--- src/rtl/chr_mem_if.sv ---
// Bus bundle between the CHR RAM arbiter, its two requesters and the block RAM.
// Handshake: req is a level held with stable addr/we/data until the one-cycle ack; the
// requester drops or changes req at the clock edge that ends the ack cycle. Read data is
// valid with ack (ppu_rdata also holds until the next PPU ack).
interface chr_mem_if #(
  parameter int ADDR_W = 13,
  parameter int DATA_W = 8
);
  logic              ppu_req;
  logic [ADDR_W-1:0] ppu_addr;
  logic              ppu_ack;
  logic [DATA_W-1:0] ppu_rdata;

  logic              ld_req;
  logic              ld_we;
  logic              ld_last;
  logic [ADDR_W-1:0] ld_addr;
  logic [DATA_W-1:0] ld_wdata;
  logic              ld_ack;
  logic [DATA_W-1:0] ld_rdata;

  logic [ADDR_W-1:0] mem_addr;
  logic              mem_we;
  logic [DATA_W-1:0] mem_din;
  logic [DATA_W-1:0] mem_dout;

  logic              chr_ready;
  logic [1:0]        dbg_state;

  modport slave (
    input  ppu_req, ppu_addr, ld_req, ld_we, ld_last, ld_addr, ld_wdata, mem_dout,
    output ppu_ack, ppu_rdata, ld_ack, ld_rdata, mem_addr, mem_we, mem_din,
           chr_ready, dbg_state
  );

  modport master (
    output ppu_req, ppu_addr, ld_req, ld_we, ld_last, ld_addr, ld_wdata, mem_dout,
    input  ppu_ack, ppu_rdata, ld_ack, ld_rdata, mem_addr, mem_we, mem_din,
           chr_ready, dbg_state
  );
endinterface

--- src/rtl/chr_mem_arbiter.sv ---
// Arbitrates the single-port CHR block RAM between the PPU fetch bridge and the SDRAM loader.
// Optional macro CHR_LOCK_EN: write-protect CHR RAM against loader writes once chr_ready is set.
module chr_mem_arbiter #(
    parameter int ADDR_W   = 13,
    parameter int DATA_W   = 8,
    parameter int RD_LAT   = 1,
    parameter int MAX_WAIT = 4
) (
    input logic clk,
    input logic rst,
    chr_mem_if.slave bus
);

    localparam logic [1:0] S_IDLE  = 2'd0;
    localparam logic [1:0] S_ISSUE = 2'd1;
    localparam logic [1:0] S_WAIT  = 2'd2;
    localparam logic [1:0] S_ACK   = 2'd3;

    localparam logic [3:0] MAX_WAIT_C = 4'(MAX_WAIT);
    localparam logic [1:0] LAT_LAST   = 2'(RD_LAT - 1);

    logic [1:0] state;
    logic       win_ld;
    logic       we_q;
    logic       last_q;
    logic [3:0] wait_cnt;
    logic [1:0] lat_cnt;

    logic starved;
    logic grant_ld;
    logic grant_ppu;
    logic ld_wr_en;

    // The starvation guard only overrides the PPU when the loader has been passed over MAX_WAIT times.
    always_comb begin
        starved   = 1'b0;
        grant_ld  = 1'b0;
        grant_ppu = 1'b0;
        starved   = bus.ld_req && (wait_cnt == MAX_WAIT_C);
        grant_ld  = bus.ld_req && (starved || !bus.ppu_req);
        grant_ppu = bus.ppu_req && !grant_ld;
    end

`ifdef CHR_LOCK_EN
    assign ld_wr_en = !bus.chr_ready;
`else
    assign ld_wr_en = 1'b1;
`endif

    assign bus.ppu_ack   = (state == S_ACK) && !win_ld;
    assign bus.ld_ack    = (state == S_ACK) && win_ld;
    assign bus.dbg_state = state;

    always_ff @(posedge clk) begin
        if (rst) begin
            state         <= S_IDLE;
            win_ld        <= 1'b0;
            we_q          <= 1'b0;
            last_q        <= 1'b0;
            wait_cnt      <= 4'd0;
            lat_cnt       <= 2'd0;
            bus.mem_addr  <= {ADDR_W{1'b0}};
            bus.mem_din   <= {DATA_W{1'b0}};
            bus.mem_we    <= 1'b0;
            bus.ppu_rdata <= {DATA_W{1'b0}};
            bus.ld_rdata  <= {DATA_W{1'b0}};
            bus.chr_ready <= 1'b0;
        end else begin
            bus.mem_we <= 1'b0;
            if (!bus.ld_req) wait_cnt <= 4'd0;

            case (state)
                S_IDLE: begin
                    if (grant_ld) begin
                        win_ld       <= 1'b1;
                        we_q         <= bus.ld_we;
                        last_q       <= bus.ld_last;
                        bus.mem_addr <= bus.ld_addr;
                        bus.mem_din  <= bus.ld_wdata;
                        bus.mem_we   <= bus.ld_we && ld_wr_en;
                        wait_cnt     <= 4'd0;
                        state        <= S_ISSUE;
                    end else if (grant_ppu) begin
                        win_ld <= 1'b0;
                        we_q   <= 1'b0;
                        last_q <= 1'b0;
                        if (bus.ld_req && (wait_cnt != MAX_WAIT_C)) wait_cnt <= wait_cnt + 4'd1;
                        // Until the loader has filled the RAM the PPU gets zeros without touching memory.
                        if (bus.chr_ready) begin
                            bus.mem_addr <= bus.ppu_addr;
                            state        <= S_ISSUE;
                        end else begin
                            bus.ppu_rdata <= {DATA_W{1'b0}};
                            state         <= S_ACK;
                        end
                    end
                end
                S_ISSUE: begin
                    if (we_q) begin
                        if (last_q) bus.chr_ready <= 1'b1;
                        state <= S_ACK;
                    end else begin
                        lat_cnt <= 2'd0;
                        state   <= S_WAIT;
                    end
                end
                S_WAIT: begin
                    if (lat_cnt == LAT_LAST) begin
                        if (win_ld) bus.ld_rdata <= bus.mem_dout;
                        else        bus.ppu_rdata <= bus.mem_dout;
                        state <= S_ACK;
                    end else begin
                        lat_cnt <= lat_cnt + 2'd1;
                    end
                end
                default: state <= S_IDLE;
            endcase
        end
    end

endmodule

--- src/flat_wrapper.sv ---
// flat-port wrapper written by rule: the top's interface ports become plain ports
module chr_mem_arbiter_flat 
#(
    parameter int ADDR_W   = 13,
    parameter int DATA_W   = 8,
    parameter int RD_LAT   = 1,
    parameter int MAX_WAIT = 4
)
  (clk, rst, bus_ppu_req, bus_ppu_addr, bus_ld_req, bus_ld_we, bus_ld_last, bus_ld_addr, bus_ld_wdata, bus_mem_dout, bus_ppu_ack, bus_ppu_rdata, bus_ld_ack, bus_ld_rdata, bus_mem_addr, bus_mem_we, bus_mem_din, bus_chr_ready, bus_dbg_state);
  chr_mem_if #(.ADDR_W(ADDR_W), .DATA_W(DATA_W)) bus_i ();
  input logic clk;
  input logic rst;
  input wire logic [$bits(bus_i.ppu_req)-1:0] bus_ppu_req;
  input wire logic [$bits(bus_i.ppu_addr)-1:0] bus_ppu_addr;
  input wire logic [$bits(bus_i.ld_req)-1:0] bus_ld_req;
  input wire logic [$bits(bus_i.ld_we)-1:0] bus_ld_we;
  input wire logic [$bits(bus_i.ld_last)-1:0] bus_ld_last;
  input wire logic [$bits(bus_i.ld_addr)-1:0] bus_ld_addr;
  input wire logic [$bits(bus_i.ld_wdata)-1:0] bus_ld_wdata;
  input wire logic [$bits(bus_i.mem_dout)-1:0] bus_mem_dout;
  output wire logic [$bits(bus_i.ppu_ack)-1:0] bus_ppu_ack;
  output wire logic [$bits(bus_i.ppu_rdata)-1:0] bus_ppu_rdata;
  output wire logic [$bits(bus_i.ld_ack)-1:0] bus_ld_ack;
  output wire logic [$bits(bus_i.ld_rdata)-1:0] bus_ld_rdata;
  output wire logic [$bits(bus_i.mem_addr)-1:0] bus_mem_addr;
  output wire logic [$bits(bus_i.mem_we)-1:0] bus_mem_we;
  output wire logic [$bits(bus_i.mem_din)-1:0] bus_mem_din;
  output wire logic [$bits(bus_i.chr_ready)-1:0] bus_chr_ready;
  output wire logic [$bits(bus_i.dbg_state)-1:0] bus_dbg_state;
  assign bus_i.ppu_req = bus_ppu_req;
  assign bus_i.ppu_addr = bus_ppu_addr;
  assign bus_i.ld_req = bus_ld_req;
  assign bus_i.ld_we = bus_ld_we;
  assign bus_i.ld_last = bus_ld_last;
  assign bus_i.ld_addr = bus_ld_addr;
  assign bus_i.ld_wdata = bus_ld_wdata;
  assign bus_i.mem_dout = bus_mem_dout;
  assign bus_ppu_ack = bus_i.ppu_ack;
  assign bus_ppu_rdata = bus_i.ppu_rdata;
  assign bus_ld_ack = bus_i.ld_ack;
  assign bus_ld_rdata = bus_i.ld_rdata;
  assign bus_mem_addr = bus_i.mem_addr;
  assign bus_mem_we = bus_i.mem_we;
  assign bus_mem_din = bus_i.mem_din;
  assign bus_chr_ready = bus_i.chr_ready;
  assign bus_dbg_state = bus_i.dbg_state;
  chr_mem_arbiter #(.ADDR_W(ADDR_W), .DATA_W(DATA_W), .RD_LAT(RD_LAT), .MAX_WAIT(MAX_WAIT)) u_core (.clk(clk), .rst(rst), .bus(bus_i));
endmodule
--- config.mk ---
export PLATFORM = sky130hd
export DESIGN_NAME = chr_mem_arbiter_flat
export DESIGN_NICKNAME = d
export VERILOG_FILES = /design/src/rtl/chr_mem_if.sv /design/src/rtl/chr_mem_arbiter.sv /design/src/flat_wrapper.sv
export SDC_FILE = /design/constraint.sdc
export NUM_CORES = 1
export LEC_CHECK = 0
export ABC_AREA = 0
export BUFFER_PORTS_ARGS = -buffer_cell sky130_fd_sc_hd__buf_2
export CORE_MARGIN = 2
export CORE_UTILIZATION = 52
export CTS_CLUSTER_DIAMETER = 40
export DETAILED_ROUTE_END_ITERATION = 10
export PLACE_DENSITY = 0.93
export SYNTH_ARGS = -nofsm -noshare
export SYNTH_HDL_FRONTEND = slang
export SYNTH_SLANG_ARGS = --single-unit
export TNS_END_PERCENT = 5
--- constraint.sdc ---
create_clock -name clk -period 2.8 [get_ports clk]
set_clock_uncertainty 0.2 [all_clocks]
set_input_delay 0.14 -clock clk [delete_from_list [all_inputs] [get_ports clk]]
set_output_delay 0.14 -clock clk [all_outputs]
set_load 0.01 [all_outputs]
==> metrics.txt, run 1 <==
Iter 0 DRT Violations 134; Vias 2304; # IOs 91; Synth Area in XOR/XNOR 0%; Max IR drop VDD 0.478 mV; Syn. warnings 0; Synth top area share 43.4%; post-synthesis compound-gate area fraction 10.6%; Residual DRC 0; H-tree Lvls 2; die area 4980 sq um; Avg Synthesized Cell Area 9.11 sq um; startpoint types register; post-route ant nets 0; Critical Path AT 2110 ps; clk sinks 50; FILL cells 346; n_diodes 0; Synth area leaders dfxtp_1, mux2i_1, nor4_1, nor3_1, ha_1; commonest non-fill, non-tap cell in the layout buf_2; Final Max Tran Viols 0; port bufs 90; fmax 470 MHz; Layout area overhead 32.0%; Leakage 1.43 nW; gpl congestion 0.868; CTS tree built; final core occ 70.4%; Inserted Clock Buffers 5; crit path capture type register; initial antenna violation count 0; Synth cell types 39; crit path time final 2130 ps; Die H 70.6 um; worst skew pair latency 300 ps; status complete, no violations; Setup violations, final 0; max-cap viol count 0; Crit path required time 2780 ps; largest family of logic cells by synthesized area simple AND/OR/NAND/NOR gates; Reg clk slew, reported paths 90 ps; Total GRT Usage 25.8%; post-synth top area cell dfxtp_1; Worst Max-Slew Pin Slew 626 ps; DRT Pass-1 Iters 4; Hold Buf Count CTS 20; RSZ-0062 raised after global routing false; Synth Area in Adders 4.34%; fraction of layout cells with a size suffix above 1 31.0%; Total Nets Final 413; fin crit share 75.9%; sequential cell area 1000 sq um; HPWL after detailed placement 4330 um; slew margin rel. 58.2%; Post-Synthesis Cells 253; final WL 6360 um; Final Hold Viols 0; die span in x 70.6 um; WL per Instance 15.5 um; vias in the first global route 2273; Simple-Gate Fraction of Synth Area 27.7%; post-synthesis mux area share 7.81%; maximum clock path buffer count 2; synthesized flop and latch total 50; WHS 7.79 ps; register area share after synthesis 43.4%; grt total ovfl 0; multi-input combinational cell area 1160 sq um; Row Count 24; setup_tns 0 ps; Synth Net Count 309; Max Fanout on Critical Path 14; largest net degree at the start of global routing 33; Core ar. 4320 sq um; CTS resizes 0; synthesized area 2310 sq um; Power Density 692 nW/um^2; Initial Util 53.3%; first-pass GRT wire length 10200 um; post-CTS setup buffer count 0; Root Driver clkbuf_8; vias per cell 5.62; Worst Hold Class input port to register; WS Path Type register to register; most frequent cells in the layout buf_2, dfxtp_1, nor3_1
==> synth_stat cells (all sizes together) <==
cell type	number
mux2i	18
nand2	6
nand2b	3
a21oi	15
inv	11
o31a	1
dfxtp	50
buf	9
a211oi	1
a31oi	2
nor3	26
a22oi	1
and2b	1
and3	3
o21ai	10
ha	8
clkbuf	8
nand4b	1
nor2	23
nand3	5
nand4	9
and4b	1
nand3b	3
a22o	2
nor4	26
a21o	3
and2	3
o41ai	1
o21a	1
nor2b	2
==> where the power goes <==
group	leakage, nW	internal [W]	switching, W	total [W]
Combinational	0.974	0.000305	0.000506	0.000811
Sequential	0.406	0.000802	0.0000644	0.000866
Clock	0.0482	0.000200	0.000228	0.000428
==> worst max-delay path, cell delays in order (launching register included) <==
cell and delay, ps:
dfxtp_1 440, ha_1 500, nand3_1 490, mux2i_1 310, nor2_1 70
==> registers in the layout, indices dropped and copies added (netlist names) <==
name                  count
u_core.bus.mem_we         1
u_core.we_q               1
u_core.wait_cnt           4
u_core.bus.mem_addr      13
u_core.last_q             1
u_core.bus.dbg_state      2
u_core.lat_cnt            2
u_core.bus.mem_din        8
u_core.bus.ld_rdata       8
u_core.bus.ppu_rdata      8
u_core.bus.chr_ready      1
u_core.win_ld             1
==> final timing paths <==
path | start | end | slack (ps) | cells past startpoint
worst max-delay path | u_core.bus.dbg_state[1] | u_core.bus.ld_rdata[6] | 670 | 4
worst min-delay path | bus_ppu_addr[9] | u_core.bus.mem_addr[9] | 8 | 3
worst max register to register | u_core.bus.dbg_state[1] | u_core.bus.ld_rdata[6] | 670 | 4
worst min register to register | u_core.bus.ppu_rdata[3] | u_core.bus.ppu_rdata[3] | 270 | 2
==> through the flow <==
stage | instance area (sq um) | total power [W] | setup slack [ps] | std cells
CTS | 3040 | 0.00210 | 672 | 410
floorplan | 2310 | 0.00142 | 990 | 253
global placement | 2750 | 0.00162 | 811 | 382
global route | 3040 | 0.00224 | 508 | 410
detailed placement | 2750 | 0.00166 | 684 | 382
finish | 3040 | 0.00211 | 674 | 410
==> kinds of logic after synthesis <==
| kind of cell | Yosys count |
|---|---|
| AO/OA/AOI/OAI | 37 |
| adder cells (fa/ha/maj) | 8 |
| buffers and inverters | 28 |
| flip-flops | 50 |
| multiplexers | 18 |
| AND/OR/NAND/NOR | 112 |
==> layout make-up <==
cell class                      instances  area share (%)
Clock buffer                            7            2.84
Sequential cell                        50            32.9
Inverter                               11            1.36
Timing Repair Buffer                  114            22.4
Multi-Input combinational cell        175            38.3
Clock inverter                          1           0.164
Tap cell                               52            2.14
==> routing by layer <==
layer | track usage [%] | routed length [um] | vias up
met5 | 0 | 0 | -
met4 | 9.22 | 140 | 0
met3 | 7.41 | 529 | 15
met2 | 45.6 | 3230 | 117
met1 | 29.9 | 2470 | 1049
li1 | - | - | 1123
No activity file was read; power rests on OpenSTA's default activity.
==> run 2, diff against run 1 <==
Settings changed: ABC_AREA 0 to 1, CORE_UTILIZATION 52 to 49, PLACE_DENSITY 0.93 to 0.88.
Clock period 2.8 ns to 2 ns, I/O delays scaled along.
==> run 2 against run 1 <==
Die area grew 9.2%. Total power up 76%. Global-route usage rose by 0.51 points. Area after synthesis is 3.4% higher. Non-clock buffer count is 29 higher. Via count is 19% higher. Critical path depth increased by 6. Sequential share of layout area is 4.4 points lower. Final cell count is 32% higher. Sequential power grew 50%. Wire length up 12%. Critical path type unchanged. Largest cell class unchanged.
==> metrics.txt, run 2 <==
CP max-delay cell dfxtp_1; Crit path required time 2050 ps; # IOs 91; vias in the first global route 2555; top-count cell post-synth nand2_1; Post-synth top cells nand2_1, dfxtp_1, inv_1; R2R Setup Slk 110 ps; WL per Instance 13.1 um; RSZ-0062 raised after global routing true; die area 5440 sq um; post-route ant nets 0; CP Cell Sequence inv_1 > ha_2 > inv_4 > nand2_1 > nand3_1 > inv_1 > nand2_1 > nor2_4 > nor2_1 > nor2_1; fraction of layout cells with a size suffix above 1 24.6%; gpl congestion 0.884; commonest non-fill, non-tap cell in the layout buf_2; post-synth top area cell dfxtp_1; HPWL after detailed placement 4200 um; switching part of the total power 37.9%; status complete, no violations; final core occ 74.5%; Max IR drop VDD 0.640 mV; clk sinks 50; Avg Synthesized Cell Area 7.03 sq um; Switching Power 0.00140 W; Total GRT Usage 26.3%; Leakage 1.75 nW; Syn. warnings 0; Comb pwr share 41.8%; Post-Synthesis Cells 339; Main synth FF type dfxtp_1; H-tree Lvls 2; max reg flops 13; max-cap viol count 0; Reg power frac 35.2%; reg2reg start u_core.bus.dbg_state[0]; Async S/R FF share, synth 0%; Vias 2748; Post-synth EDFFs 0; Residual DRC 0; Root Driver clkbuf_8; Pint 0.00230 W; Row Count 25; die span in x 73.8 um; Die H 73.8 um; Total Nets Final 531; Critical Path AT 1940 ps; most frequent cells in the layout buf_2, nand2_1, dfxtp_1; vias per cell 5.06; Final Max Tran Viols 0; Clk pwr share 23.0%; port bufs 90; WS Path Type register to register; largest net degree at the start of global routing 30; Final Total Pwr 0.00370 W; first-pass GRT wire length 11000 um; worst skew pair latency 310 ps; CTS tree built; grt total ovfl 0; Final Hold Viols 0; Worst Max-Slew Pin Slew 374 ps; Synth top area share 42.0%; Hold Crit Start bus_ld_req; hold endpoint u_core.bus.mem_addr[7]; most flop-heavy register u_core.bus.mem_addr; CP max stage delay 370 ps; Final WS setup 112 ps; Max Fanout on Critical Path 8; Reg clk slew, reported paths 100 ps; Layout area overhead 47.5%; fin crit share 94.4%; fmax 530 MHz; crit path capture type register; register area share after synthesis 42.0%; initial antenna violation count 0; crit path time final 1890 ps; n_diodes 0; startpoint types register; Synth area leaders dfxtp_1, nand2_1, inv_1, a21oi_1, nand3_1; final WL 7130 um; post-CTS setup buffer count 0; worst hold stages 5; Initial Util 50.5%; synthesized area 2380 sq um; Core ar. 4720 sq um; CP startpoint u_core.bus.dbg_state[0]; DRT Pass-1 Iters 4; R2R depth 10; maximum clock path buffer count 2; Setup violations, final 0; Inserted Clock Buffers 5; worst slack at placement 76.0 ps; Synth cell types 29; Iter 0 DRT Violations 193; slew margin rel. 75.1%; reg2reg end u_core.bus.ppu_rdata[7]; Synth Net Count 395; Worst Hold Class input port to register; Power Density 1050 nW/um^2; synthesized flop and latch total 50
## run 2: cell types whose count changed in the layout (fill, tap and decap cells not counted), sizes merged, moves of 7 or more
cell	delta
nand2	+75
o21ai	+25
nand3	+25
nor4	-26
dlygate4sd3	+26
a21oi	+15
inv	+30
nor2	+17
nor3	-25
nand4	-7
mux2i	-18
## run 2: kinds of logic (layout without fill, tap and decap cells)
| family | count (synthesis) | after routing | synth area share, % |
|---|---|---|---|
| and+or+nand+nor | 154 | 154 | 28.1 |
| adders and majority gates | 8 | 8 | 4.20 |
| AOI/OAI and AO/OA | 70 | 70 | 15.3 |
| xor gates and xnor gates | 1 | 1 | 0.367 |
| buffers and inverters | 56 | 193 | 10.1 |
| DFF | 50 | 50 | 42.0 |
## run 2: layout make-up
type                    count  area [sq um]
clock buffers               5          68.8
clock inverters             3          68.8
fillers                   338          1210
inverters                  42           160
multi-input cells         233          1170
flip-flops and latches     50          1000
well taps                  67          83.8
repair buffers            143           963
## run 2: power groups by stage
| stage | combinational, W | sequential, W | clock, W |
|---|---|---|---|
| global placement | 0.00134 | 0.00131 | 0 |
| detailed placement | 0.00138 | 0.00132 | 0 |
| CTS | 0.00146 | 0.00130 | 0.000858 |
| finish | 0.00154 | 0.00130 | 0.000852 |
| floorplan | 0.000885 | 0.00139 | 0 |
| global route | 0.00171 | 0.00133 | 0.000891 |
## run 2: through the flow
stage / area, sq um / instances / setup TNS (ps) / hold WS (ps)
after floorplan: 2380 / 339 / 0 / -30.9
after global placement: 2890 / 489 / 0 / 130
after detailed placement: 2890 / 489 / 0 / 146
after CTS: 3490 / 543 / 0 / 164
after global routing: 3520 / 543 / -73.4 / 216
final: 3520 / 543 / 0 / 171
## run 2: layer usage
metal  wire length, um  GRT usage (%)  vias up  part of all wire (%)
met5                 0              0        -                     0
met4               365           14.5        0                   5.1
met3               375           7.13       47                   5.3
met2              3590           46.1      120                    50
met1              2800           28.4     1223                    39
li1                  -              -     1358                     -
## run 2: timing repair
| item | CTS | global route |
|---|---|---|
| hold buffers | 46 | 0 |
| gates resized for setup | 0 | 6 |
| setup endpoints to repair | 0 | 20 |
| hold endpoints to repair | 48 | 0 |
## run 2: worst max-delay path by stage
stage / end / cells after the start
6_report: u_core.bus.ppu_rdata[7] / 10
3_5_place_dp: u_core.bus.ppu_rdata[5] / 9
2_1_floorplan: u_core.bus.ppu_rdata[0] / 9
4_1_cts: u_core.bus.ppu_rdata[5] / 9
5_1_grt: u_core.bus.ppu_rdata[7] / 10
3_3_place_gp: u_core.bus.ld_rdata[7] / 6
## run 2: critical path: cells and delay by family, from the launching register on
family        cells  cell delay [ps]
buf+inv           3              280
fa+ha+maj         1              290
flops             1              370
simple gates      6              700
